## src/rtl/aes_cipher_ctrl.sv

```systemverilog
`default_nettype none
// ============================================================================
// Module      : aes_cipher_ctrl
// Description : AES block-cipher sequencer. It handles key-expansion handshake,
//               round/column scheduling and ownership of the shared S-box.
// Revision    : 1.0 - initial release
// ============================================================================
module aes_cipher_ctrl (
    input  logic       clk,
    input  logic       reset,
    input  logic       init,
    input  logic       next,
    input  logic       keylen,
    input  logic       key_ready,
    output logic       key_init,
    output logic [3:0] round,
    output logic [1:0] word_idx,
    output logic       sbox_sel,
    output logic [1:0] round_type,
    output logic       update,
    output logic       ready,
    output logic       result_valid,
    output logic       busy
);

    localparam logic [2:0] c_ST_IDLE      = 3'd0;
    localparam logic [2:0] c_ST_KEY_START = 3'd1;
    localparam logic [2:0] c_ST_KEY_WAIT  = 3'd2;
    localparam logic [2:0] c_ST_READY     = 3'd3;
    localparam logic [2:0] c_ST_RND_INIT  = 3'd4;
    localparam logic [2:0] c_ST_RND_SUB   = 3'd5;
    localparam logic [2:0] c_ST_RND_UPD   = 3'd6;
    localparam logic [2:0] c_ST_DONE      = 3'd7;

    localparam logic [3:0] c_NR_128 = 4'd10;
    localparam logic [3:0] c_NR_256 = 4'd14;

    localparam logic [1:0] c_RT_NONE  = 2'd0;
    localparam logic [1:0] c_RT_INIT  = 2'd1;
    localparam logic [1:0] c_RT_MAIN  = 2'd2;
    localparam logic [1:0] c_RT_FINAL = 2'd3;

    logic [2:0] r_state;
    logic [3:0] r_round_ctr;
    logic [1:0] r_word_ctr;
    logic [3:0] r_nr;
    logic       r_seen_low;

    logic [2:0] w_state_nxt;
    logic [3:0] w_round_ctr_nxt;
    logic [1:0] w_word_ctr_nxt;
    logic [3:0] w_nr_nxt;
    logic       w_seen_low_nxt;
    logic       w_final_round;

    always_ff @(posedge clk) begin
        if (reset) begin
            r_state     <= c_ST_IDLE;
            r_round_ctr <= 4'd0;
            r_word_ctr  <= 2'd0;
            r_nr        <= 4'd0;
            r_seen_low  <= 1'b0;
        end else begin
            r_state     <= w_state_nxt;
            r_round_ctr <= w_round_ctr_nxt;
            r_word_ctr  <= w_word_ctr_nxt;
            r_nr        <= w_nr_nxt;
            r_seen_low  <= w_seen_low_nxt;
        end
    end

    always_comb begin
        w_state_nxt     = r_state;
        w_round_ctr_nxt = r_round_ctr;
        w_word_ctr_nxt  = r_word_ctr;
        w_nr_nxt        = r_nr;
        w_seen_low_nxt  = r_seen_low;
        case (r_state)
            c_ST_IDLE: begin
                if (init) begin
                    w_state_nxt = c_ST_KEY_START;
                    w_nr_nxt    = keylen ? c_NR_256 : c_NR_128;
                end
            end
            c_ST_KEY_START: begin
                w_seen_low_nxt = 1'b0;
                w_state_nxt    = c_ST_KEY_WAIT;
            end
            // A ready left high from the previous key must drop before it counts.
            c_ST_KEY_WAIT: begin
                if (!key_ready) begin
                    w_seen_low_nxt = 1'b1;
                end else if (r_seen_low) begin
                    w_state_nxt = c_ST_READY;
                end
            end
            c_ST_READY: begin
                if (init) begin
                    w_state_nxt = c_ST_KEY_START;
                    w_nr_nxt    = keylen ? c_NR_256 : c_NR_128;
                end else if (next) begin
                    w_state_nxt = c_ST_RND_INIT;
                end
            end
            c_ST_RND_INIT: begin
                w_round_ctr_nxt = 4'd1;
                w_word_ctr_nxt  = 2'd0;
                w_state_nxt     = c_ST_RND_SUB;
            end
            c_ST_RND_SUB: begin
                w_word_ctr_nxt = r_word_ctr + 2'd1;
                if (r_word_ctr == 2'd3) begin
                    w_state_nxt = c_ST_RND_UPD;
                end
            end
            c_ST_RND_UPD: begin
                if (r_round_ctr < r_nr) begin
                    w_round_ctr_nxt = r_round_ctr + 4'd1;
                    w_word_ctr_nxt  = 2'd0;
                    w_state_nxt     = c_ST_RND_SUB;
                end else begin
                    w_state_nxt = c_ST_DONE;
                end
            end
            c_ST_DONE: begin
                w_state_nxt = c_ST_READY;
            end
            default: begin
                w_state_nxt = c_ST_IDLE;
            end
        endcase
    end

    assign w_final_round = (r_round_ctr == r_nr);

    // Outputs depend on registered state only.
    always_comb begin
        key_init     = 1'b0;
        round        = 4'd0;
        word_idx     = 2'd0;
        sbox_sel     = 1'b0;
        round_type   = c_RT_NONE;
        update       = 1'b0;
        ready        = 1'b0;
        result_valid = 1'b0;
        busy         = 1'b1;
        case (r_state)
            c_ST_IDLE: begin
                busy = 1'b0;
            end
            c_ST_KEY_START: begin
                key_init = 1'b1;
            end
            c_ST_READY: begin
                ready = 1'b1;
                busy  = 1'b0;
            end
            c_ST_RND_INIT: begin
                round_type = c_RT_INIT;
                update     = 1'b1;
            end
            c_ST_RND_SUB: begin
                round      = r_round_ctr;
                word_idx   = r_word_ctr;
                sbox_sel   = 1'b1;
                round_type = w_final_round ? c_RT_FINAL : c_RT_MAIN;
            end
            c_ST_RND_UPD: begin
                round      = r_round_ctr;
                round_type = w_final_round ? c_RT_FINAL : c_RT_MAIN;
                update     = 1'b1;
            end
            c_ST_DONE: begin
                result_valid = 1'b1;
            end
            default: begin
            end
        endcase
    end

endmodule
`default_nettype wire
```

## config.mk

```make
export PLATFORM = sky130hd
export DESIGN_NAME = aes_cipher_ctrl
export DESIGN_NICKNAME = d
export VERILOG_FILES = /design/src/rtl/aes_cipher_ctrl.sv
export SDC_FILE = /design/constraint.sdc
export NUM_CORES = 1
export LEC_CHECK = 0
export BUFFER_PORTS_ARGS = -buffer_cell sky130_fd_sc_hd__buf_4
export CAP_MARGIN = 20
export CORE_MARGIN = 1.5
export CORE_UTILIZATION = 54
export CTS_BUF_LIST = sky130_fd_sc_hd__clkbuf_4 sky130_fd_sc_hd__clkbuf_8
export DETAILED_ROUTE_END_ITERATION = 10
export GPL_TIMING_DRIVEN = 1
export HOLD_SLACK_MARGIN = 0.1
export PLACE_DENSITY_LB_ADDON = 0.1
export SYNTH_ARGS = -nofsm -noshare
export SYNTH_HDL_FRONTEND = slang
export SYNTH_SLANG_ARGS = --single-unit
```

## constraint.sdc

```tcl
create_clock -name clk -period 2.2 [get_ports clk]
set_clock_uncertainty 0.1 [all_clocks]
set_input_delay 0.22 -clock clk [delete_from_list [all_inputs] [get_ports clk]]
set_output_delay 0.22 -clock clk [all_outputs]
set_load 0.02 [all_outputs]
```

=== Word level (Yosys, flattened, before mapping) ===
Index checks and enable logic that the tools add are counted.
Widths: inputs -> output; s select.

* $add $sub $neg: 2
* Magnitude comparators: 1
* Equality and inequality tests: 16
* Muxes and demuxes: 25
* Reduce and logical (&&, ||, !) cells: 12

{| class="wikitable"
|+ Operators by type and width
! cell !! number
|-
| $pmux 3 s8 || 1
|-
| $mux 3 || 7
|-
| $eq 3x3->1 const B || 4
|-
| $ne 2x2->1 const B || 6
|-
| $mux 1 || 8
|-
| $mux 4 || 2
|-
| $pmux 4 s2 || 1
|-
| $reduce_and 2->1 || 4
|-
| $eq 3x2->1 const B || 2
|-
| $mux 2 || 3
|-
| $pmux 2 s3 || 1
|-
| $reduce_or 2->1 || 3
|-
| $reduce_and 5->1 || 1
|-
| $add 4x1->4 const B || 1
|-
| $eq 4x4->1 || 1
|-
| $lt 4x4->1 || 1
|-
| $pmux 2 s2 || 1
|-
| $reduce_bool 2->1 || 2
|-
| $eq 3x1->1 const B || 1
|-
| $logic_not 3->1 || 1
|-
| $ne 3x3->1 const B || 1
|-
| $reduce_bool 3->1 || 1
|-
| $add 2x1->2 const B || 1
|-
| $eq 2x2->1 const B || 1
|-
| $pmux 1 s2 || 1
|}

* Register bits after elaboration: 14

=== Depth between registers and ports, before layout ===
Gate-level depths: netlist of run 1.

* Depth in word-level cells: 3
* Gate-level depth with buffers: 6

=== Worst setup path before layout of run 1 ===
No wires, ideal clock.

* Path kind: reg2out
* Start: reg r_round_ctr[1]
* End: out round_type[0]
* Data arrival time: 1.406 ns
* Required time: 1.880 ns
* Setup slack: 0.474 ns
* Cell stages (with the launch flop): 6
* Path buffers: 0
* Cell sequence: dfxtp_1 inv_1 ha_1 nand4b_1 maj3_1 nor2_1

* Word-level cells in the longest chain between the ends: 3

{| class="wikitable"
|+ RTL lines
! element !! line !! RTL
|-
| from (decl) || 44 || <nowiki>logic [3:0] r_round_ctr;</nowiki>
|-
| from (signal assigned) || 65 || <nowiki>r_round_ctr <= w_round_ctr_nxt;</nowiki>
|-
| $eq 4x4->1 || 134 || <nowiki>assign w_final_round = (r_round_ctr == r_nr);</nowiki>
|-
| $mux 1 || 166, 170 ||
|-
| $pmux 2 s2 || 147 || <nowiki>case (r_state)</nowiki>
|-
| to (decl) || 19 || <nowiki>output logic [1:0] round_type,</nowiki>
|}

No other way between the ends.

=== Final worst setup path of run 1 ===
* Start: reg r_state[1]
* End: out word_idx[0]

* Word-level cells in the longest chain between the ends: 2

{| class="wikitable"
|+ RTL lines
! element !! line !! RTL
|-
| from (decl) || 43 || <nowiki>logic [2:0] r_state;</nowiki>
|-
| from (signal assigned) || 58 || <nowiki>r_state <= c_ST_IDLE;</nowiki>
|-
| from (signal assigned) || 64 || <nowiki>r_state <= w_state_nxt;</nowiki>
|-
| $eq 3x3->1 || 147 ||
|-
| $mux 2 || 147 ||
|-
| to (decl) || 17 || <nowiki>output logic [1:0] word_idx,</nowiki>
|}

No other way between the ends.

==> impl_metrics.toml, run 1 <==
[clock_tree]
htreeDepth = 1
clk_pin_slew_worst_paths_ns = 0.08
cts_tree = "done"
clock_sinks = 12
worstSkewPairLatency_ns = 0.27
cts-root-buf = "clkbuf_4"
postCtsSetupBuffers = 0
numCtsBuffers = 3
cts_buffer_depth = 2

[worst_setup_path]
crit_type = "flop to primary output"
worst_path_largest_cell_delay_ns = 0.66
worstPathArrival_ns = 1.72
crit_required_ns = 1.88
cp_slowest_cell = "dfxtp_1"
path_max_fanout = 15
critPathMostFrequentCell = "buf_4"
cp-end-kind = "primary output"
crit_family = "flip-flops"
r2r_start = "r_nr[1]"
worstSetupStartpoint = "r_state[1]"
path_buf_inv = 2
worstPathCellList = "buf_4 > and3b_1 > and2_1 > buf_4"
worst_setup_path_start_kind = "flop"

[routing]
finalWirelength_um = 1760
drtPass1Iterations = 4
wire_per_inst_um = 12.8
drt_iter0_markers = 22
dr_total_vias = 796
drc = 0
via_per_inst = 5.81
ant_nets = 0

[logic_synthesis]
synth_area_leaders = "dfxtp_1 30%, ha_1 7.9%, nand2_1 6.2%, nor2_1 4.3%, a31oi_1 4.0%"
ys.flop_type = "dfxtp_1"
synthMuxAreaShare_pct = 2.53
avgSynthCellArea_um2 = 7.75
synth_fa_ha_area_share_pct = 9.18
yosysSeqAreaShare_pct = 30.4
yosysWarnings = 0
synth_cell_types = 37
synth-simple-area-share_pct = 31.8
synth_edf_count = 0
synth_compound_area_share_pct = 17.7
syn-num-nets = 113
yosys.area.top_type = "dfxtp_1"
synth_top_family_by_area = "simple AND/OR/NAND/NOR gates"
async_flop_share_pct = 0
synth_area_um2 = 791
yosys.area.top_type_share_pct = 30.4
syn_inst = 102
synthXorXnorAreaFrac_pct = 1.11
yosys_register_bits = 12

[floorplan]
core_area_um2 = 1330
die_w_um = 41.3
start_util_pct = 59.3
io_pins = 20
rows = 13
die_area_um2 = 1700
fp.dieH_um = 41.3

[placed_design]
globalplace.congestion = 0.878
place_hpwl_um = 1260
port_buffers = 19
dp_cells = 132

[timing]
max_freq_ghz = 0.491
relSlewSlack_pct = 64.7
tightest_slew_ns = 0.528
drv_slew = 0
period_share_pct = 92.5
tns_ns = 0
rsz0062_at_grt = "false"
min_period_ns = 2.04
holdWs_ns = 0.105
hold_viol = 0
setup_viol = 0

[layout]
num-nets-final = 134
seq_area_um2 = 241
drive_above_1_share_pct = 23.0
final_common_cell = "buf_4"
fill_cells = 103
multiInputGateArea_um2 = 500
num_antenna_cells = 0
final_cell_mix = "20 x buf_4, 13 x nand2_1, 11 x dfxtp_1"
finalNonFillerCells = 137
area.growth.synth_to_final_pct = 24.5

[grt]
grt_overflow_total = 0
grt_pass1_wl_um = 2590
grtUsageTotal_pct = 24.2
grt_max_degree = 18
grt_antenna_before_repair = 0
grt_pass1_vias = 599

[power_and_ir_drop]
p_per_area_nw_per_um2 = 622
vdd_ir_drop_max_v = 0.000368
cellLeakagePower_nw = 0.432
p_total_mw = 0.612

[status]
status = "finished clean"

[worst_hold_path]
worstHoldPathType = "primary input to flop"
hp-start = "reset"

[job]
drv_cap = 0
==> worst register-to-register path, cell delays in order, from the launching register on <==
cell and delay [ns]:
dfxtp_1 0.35, inv_1 0.05, ha_1 0.30, a21oi_1 0.20, o21ai_1 0.18, or3_1 0.40
a31oi_1 0.16
==> per-layer routing <==
layer | share of wire (%) | up-vias | track usage (%)
met4 | 1.4 | 0 | 9.68
met3 | 7.3 | 4 | 6.52
met2 | 46 | 38 | 39.1
li1 | - | 402 | -
met5 | 0 | - | 0
met1 | 45 | 352 | 30.2
==> cell type report <==
cell class,count,area share (%)
multi-input combinational,79,50.8
sequential,12,24.5
timing repair buffer,21,16.3
clock buffer,4,3.68
inverter,6,2.80
tap,15,1.91
==> cells by family after synthesis <==
group                      Yosys count
adders and majority gates            6
buffers and inverters               11
AOI/OAI and AO/OA                   22
xor gates and xnor gates             1
DFF                                 12
muxes                                2
and+or+nand+nor                     48
==> final timing paths <==
check	to	slack (ns)	cells past startpoint
worst max register to register	r_round_ctr[3]	0.39	6
worst min-delay path	r_round_ctr[1]	0.10	2
worst min register to register	r_seen_low	0.40	2
worst max-delay path	word_idx[0]	0.16	4
==> Yosys cell counts, types with 2 or more instances <==
master	instances
a21oi_1	6
a31oi_1	5
and2_1	3
and3_1	4
buf_2	3
dfxtp_1	12
ha_1	5
inv_1	5
mux2i_1	2
nand2_1	13
nand3_1	3
nand4_1	3
nor2_1	9
nor2b_1	2
nor3_1	3
o21a_1	2
o21ai_0	2
==> sequential cells by signal, indices dropped and copies added, names as in the netlist <==
name and cells:
r_seen_low 1, r_state 3, r_word_ctr 2, r_nr 2, r_round_ctr 4
==> report_power, final <==
group	switching, mW	internal (mW)	total [mW]
Combinational	0.0971	0.0743	0.171
Clock	0.0786	0.101	0.179
Sequential	0.0305	0.231	0.262
==> through the flow <==
stage | worst slack (ns) | utilization (%) | cell area (um2)
after CTS | 0.113 | 73.2 | 976
after floorplan | 0.474 | - | 791
after global routing | 0.0467 | 73.8 | 985
final | 0.164 | 73.8 | 985
after detailed placement | 0.426 | 69.7 | 930
after global placement | 0.420 | 69.7 | 930
==> what timing repair did <==
| item | in CTS | in global routing |
|---|---|---|
| hold buffers | 1 | 0 |
| endpoints found under the hold margin | 1 | 0 |
| gates resized for setup | 0 | 2 |
| setup endpoints to repair | 0 | 3 |
No activity file was read; power rests on OpenSTA's default activity.
==> run 2, diff against run 1 <==
--- a/config.mk
+++ b/config.mk
@@ -5,10 +5,11 @@
 export SDC_FILE = /design/constraint.sdc
 export NUM_CORES = 1
 export LEC_CHECK = 0
+export ABC_AREA = 1
 export BUFFER_PORTS_ARGS = -buffer_cell sky130_fd_sc_hd__buf_4
 export CAP_MARGIN = 20
 export CORE_MARGIN = 1.5
-export CORE_UTILIZATION = 54
+export CORE_UTILIZATION = 55
 export CTS_BUF_LIST = sky130_fd_sc_hd__clkbuf_4 sky130_fd_sc_hd__clkbuf_8
 export DETAILED_ROUTE_END_ITERATION = 10
 export GPL_TIMING_DRIVEN = 1
==> impl_metrics.toml, run 2 <==
[worst_setup_path]
worstPathArrival_ns = 1.61
worst_path_largest_cell_delay_ns = 0.58
worst_setup_path_start_kind = "flop"
crit_end = "round_type[0]"
r2r_start = "r_nr[1]"
ff2ff_setup_slack_ns = 0.59
rr_endpoint = "r_word_ctr[0]"
crit_type = "flop to primary output"
crit_required_ns = 1.88
worst-r2r-cell-count = 9
worstPathCellList = "nand2_4 > nor2_8 > inv_2 > nand2_1 > inv_2 > o21ai_1 > buf_4"
cp-end-kind = "primary output"
path_max_fanout = 9
cp_slowest_cell = "dfxtp_1"
critPathMostFrequentCell = "inv_2"
worstSetupStartpoint = "r_state[1]"

[timing]
drv_slew = 0
period_share_pct = 87.6
max_freq_ghz = 0.519
hold_viol = 0
tightest_slew_ns = 0.413
relSlewSlack_pct = 72.4
tns_ns = 0
setup_viol = 0
holdWs_ns = 0.132
min_period_ns = 1.93
rsz0062_at_grt = "false"

[clock_tree]
post_cts_resized = 0
numCtsBuffers = 3
postCtsSetupBuffers = 0
worstSkewPairLatency_ns = 0.28
clock_sinks = 12
htreeDepth = 1
cts_tree = "done"
hold_buffers = 2
clk_pin_slew_worst_paths_ns = 0.09
cts-root-buf = "clkbuf_4"
cts_buffer_depth = 2

[grt]
grtUsageTotal_pct = 22.9
grt_pass1_vias = 824
globalRouteMet3Util_pct = 3.75
grt_overflow_total = 0
met1_usage_pct = 33.8
grt_pass1_wl_um = 3350
grt_antenna_before_repair = 0
use_met2_pct = 34.3
grt_max_degree = 11
top_usage_layer = "met2"

[placed_design]
globalplace.congestion = 0.896
port_buffers = 19
dp_cells = 175
place_hpwl_um = 1500
place_area_um2 = 1040

[floorplan]
core_area_um2 = 1520
die_area_um2 = 1880
start_util_pct = 58.9
fp.dieH_um = 43.4
die_w_um = 43.4
io_pins = 20
rows = 14

[routing]
via_per_inst = 5.12
drt_iter0_markers = 27
dr_total_vias = 926
ant_nets = 0
finalWirelength_um = 1930
drc = 0
drtPass1Iterations = 4
wire_per_inst_um = 10.6

[logic_synthesis]
synth_cell_types = 22
synthXorXnorAreaFrac_pct = 0.976
synth_compound_area_share_pct = 9.07
synth_top_family_by_area = "simple AND/OR/NAND/NOR gates"
yosys_register_bits = 12
synth-simple-area-share_pct = 44.8
synth_area_leaders = "dfxtp_1 27%, nand2_1 13%, nor2_1 13%, ha_1 7.0%, inv_1 6.7%"
synth_fa_ha_area_share_pct = 6.97
yosys.area.top_type = "dfxtp_1"
yosys.area.top_type_share_pct = 26.8
yosysSeqAreaShare_pct = 26.8
synthMuxAreaShare_pct = 0
async_flop_share_pct = 0
yosysWarnings = 0
syn_inst = 142
syn-num-nets = 153
synth_edf_count = 0
netlist_top_cells_count = "32 x nand2_1, 32 x nor2_1, 16 x inv_1, 12 x dfxtp_1, 11 x nand3_1"
synth_area_um2 = 897
avgSynthCellArea_um2 = 6.32
ys.flop_type = "dfxtp_1"

[layout]
fill_cells = 132
seq_area_um2 = 240
reg_top3 = "r_round_ctr: 4 flops, r_state: 3 flops"
regMostFlops = "r_round_ctr"
design_area_um2 = 1100
area.growth.synth_to_final_pct = 22.7
drive_above_1_share_pct = 23.6
num_antenna_cells = 0
num-nets-final = 177
largest_register_ffs = 4
multiInputGateArea_um2 = 554
finalNonFillerCells = 181
final_cell_mix = "32 x nand2_1, 32 x nor2_1, 19 x buf_4"

[power_and_ir_drop]
p_total_mw = 1.34
cellLeakagePower_nw = 0.576
p_per_area_nw_per_um2 = 1220
vdd_ir_drop_max_v = 0.000779

[status]
status = "finished clean"

[worst_hold_path]
worstHoldPathType = "primary input to flop"
hp-start = "keylen"

[job]
drv_cap = 0
run 2: metrics by stage:
stage | util, % | worst slack [ns]
final | 72.2 | 0.274
after global routing | 72.2 | 0.140
after CTS | 72.2 | 0.280
after detailed placement | 68.6 | 0.607
after global placement | 68.6 | 0.606
after floorplan | - | 0.547
run 2: logic make-up after synthesis:
group | after synthesis
compound gates | 14
buf+inv | 24
flops | 12
fa+ha+maj | 5
xor+xnor | 1
simple gates | 86
run 2: power by group:
part	switching (mW)	internal (mW)
combinational	0.486	0.292
clock	0.0842	0.101
sequential	0.0995	0.282
total	0.669	0.674
run 2: worst min path at each step:
stage / endpoint / slack [ns] / cells after the start
final: r_nr[2] / 0.13 / 3
after global routing: r_nr[2] / 0.13 / 3
after CTS: r_nr[2] / 0.12 / 3
after detailed placement: r_round_ctr[2] / 0.35 / 2
after global placement: r_round_ctr[2] / 0.35 / 2
after floorplan: r_round_ctr[2] / 0.18 / 1
run 2: final cells by class:
type	count	share of cell area [%]
inverters	22	7.95
well taps	16	1.82
multi-input cells	106	50.3
clock buffers	4	3.30
flip-flops and latches	12	21.8
repair buffers	21	14.8
run 2: worst max-delay path, delay by kind of cell, from the launching register on:
| kind | cells | cell delay, ns |
|---|---|---|
| flops | 1 | 0.58 |
| simple gates | 3 | 0.34 |
| buf+inv | 3 | 0.28 |
| compound gates | 1 | 0.12 |
run 2: per-layer routing:
layer,wire length [um],part of all wire [%]
met1,893,46
met2,937,49
met3,96,5.0
met4,0,0
met5,0,0
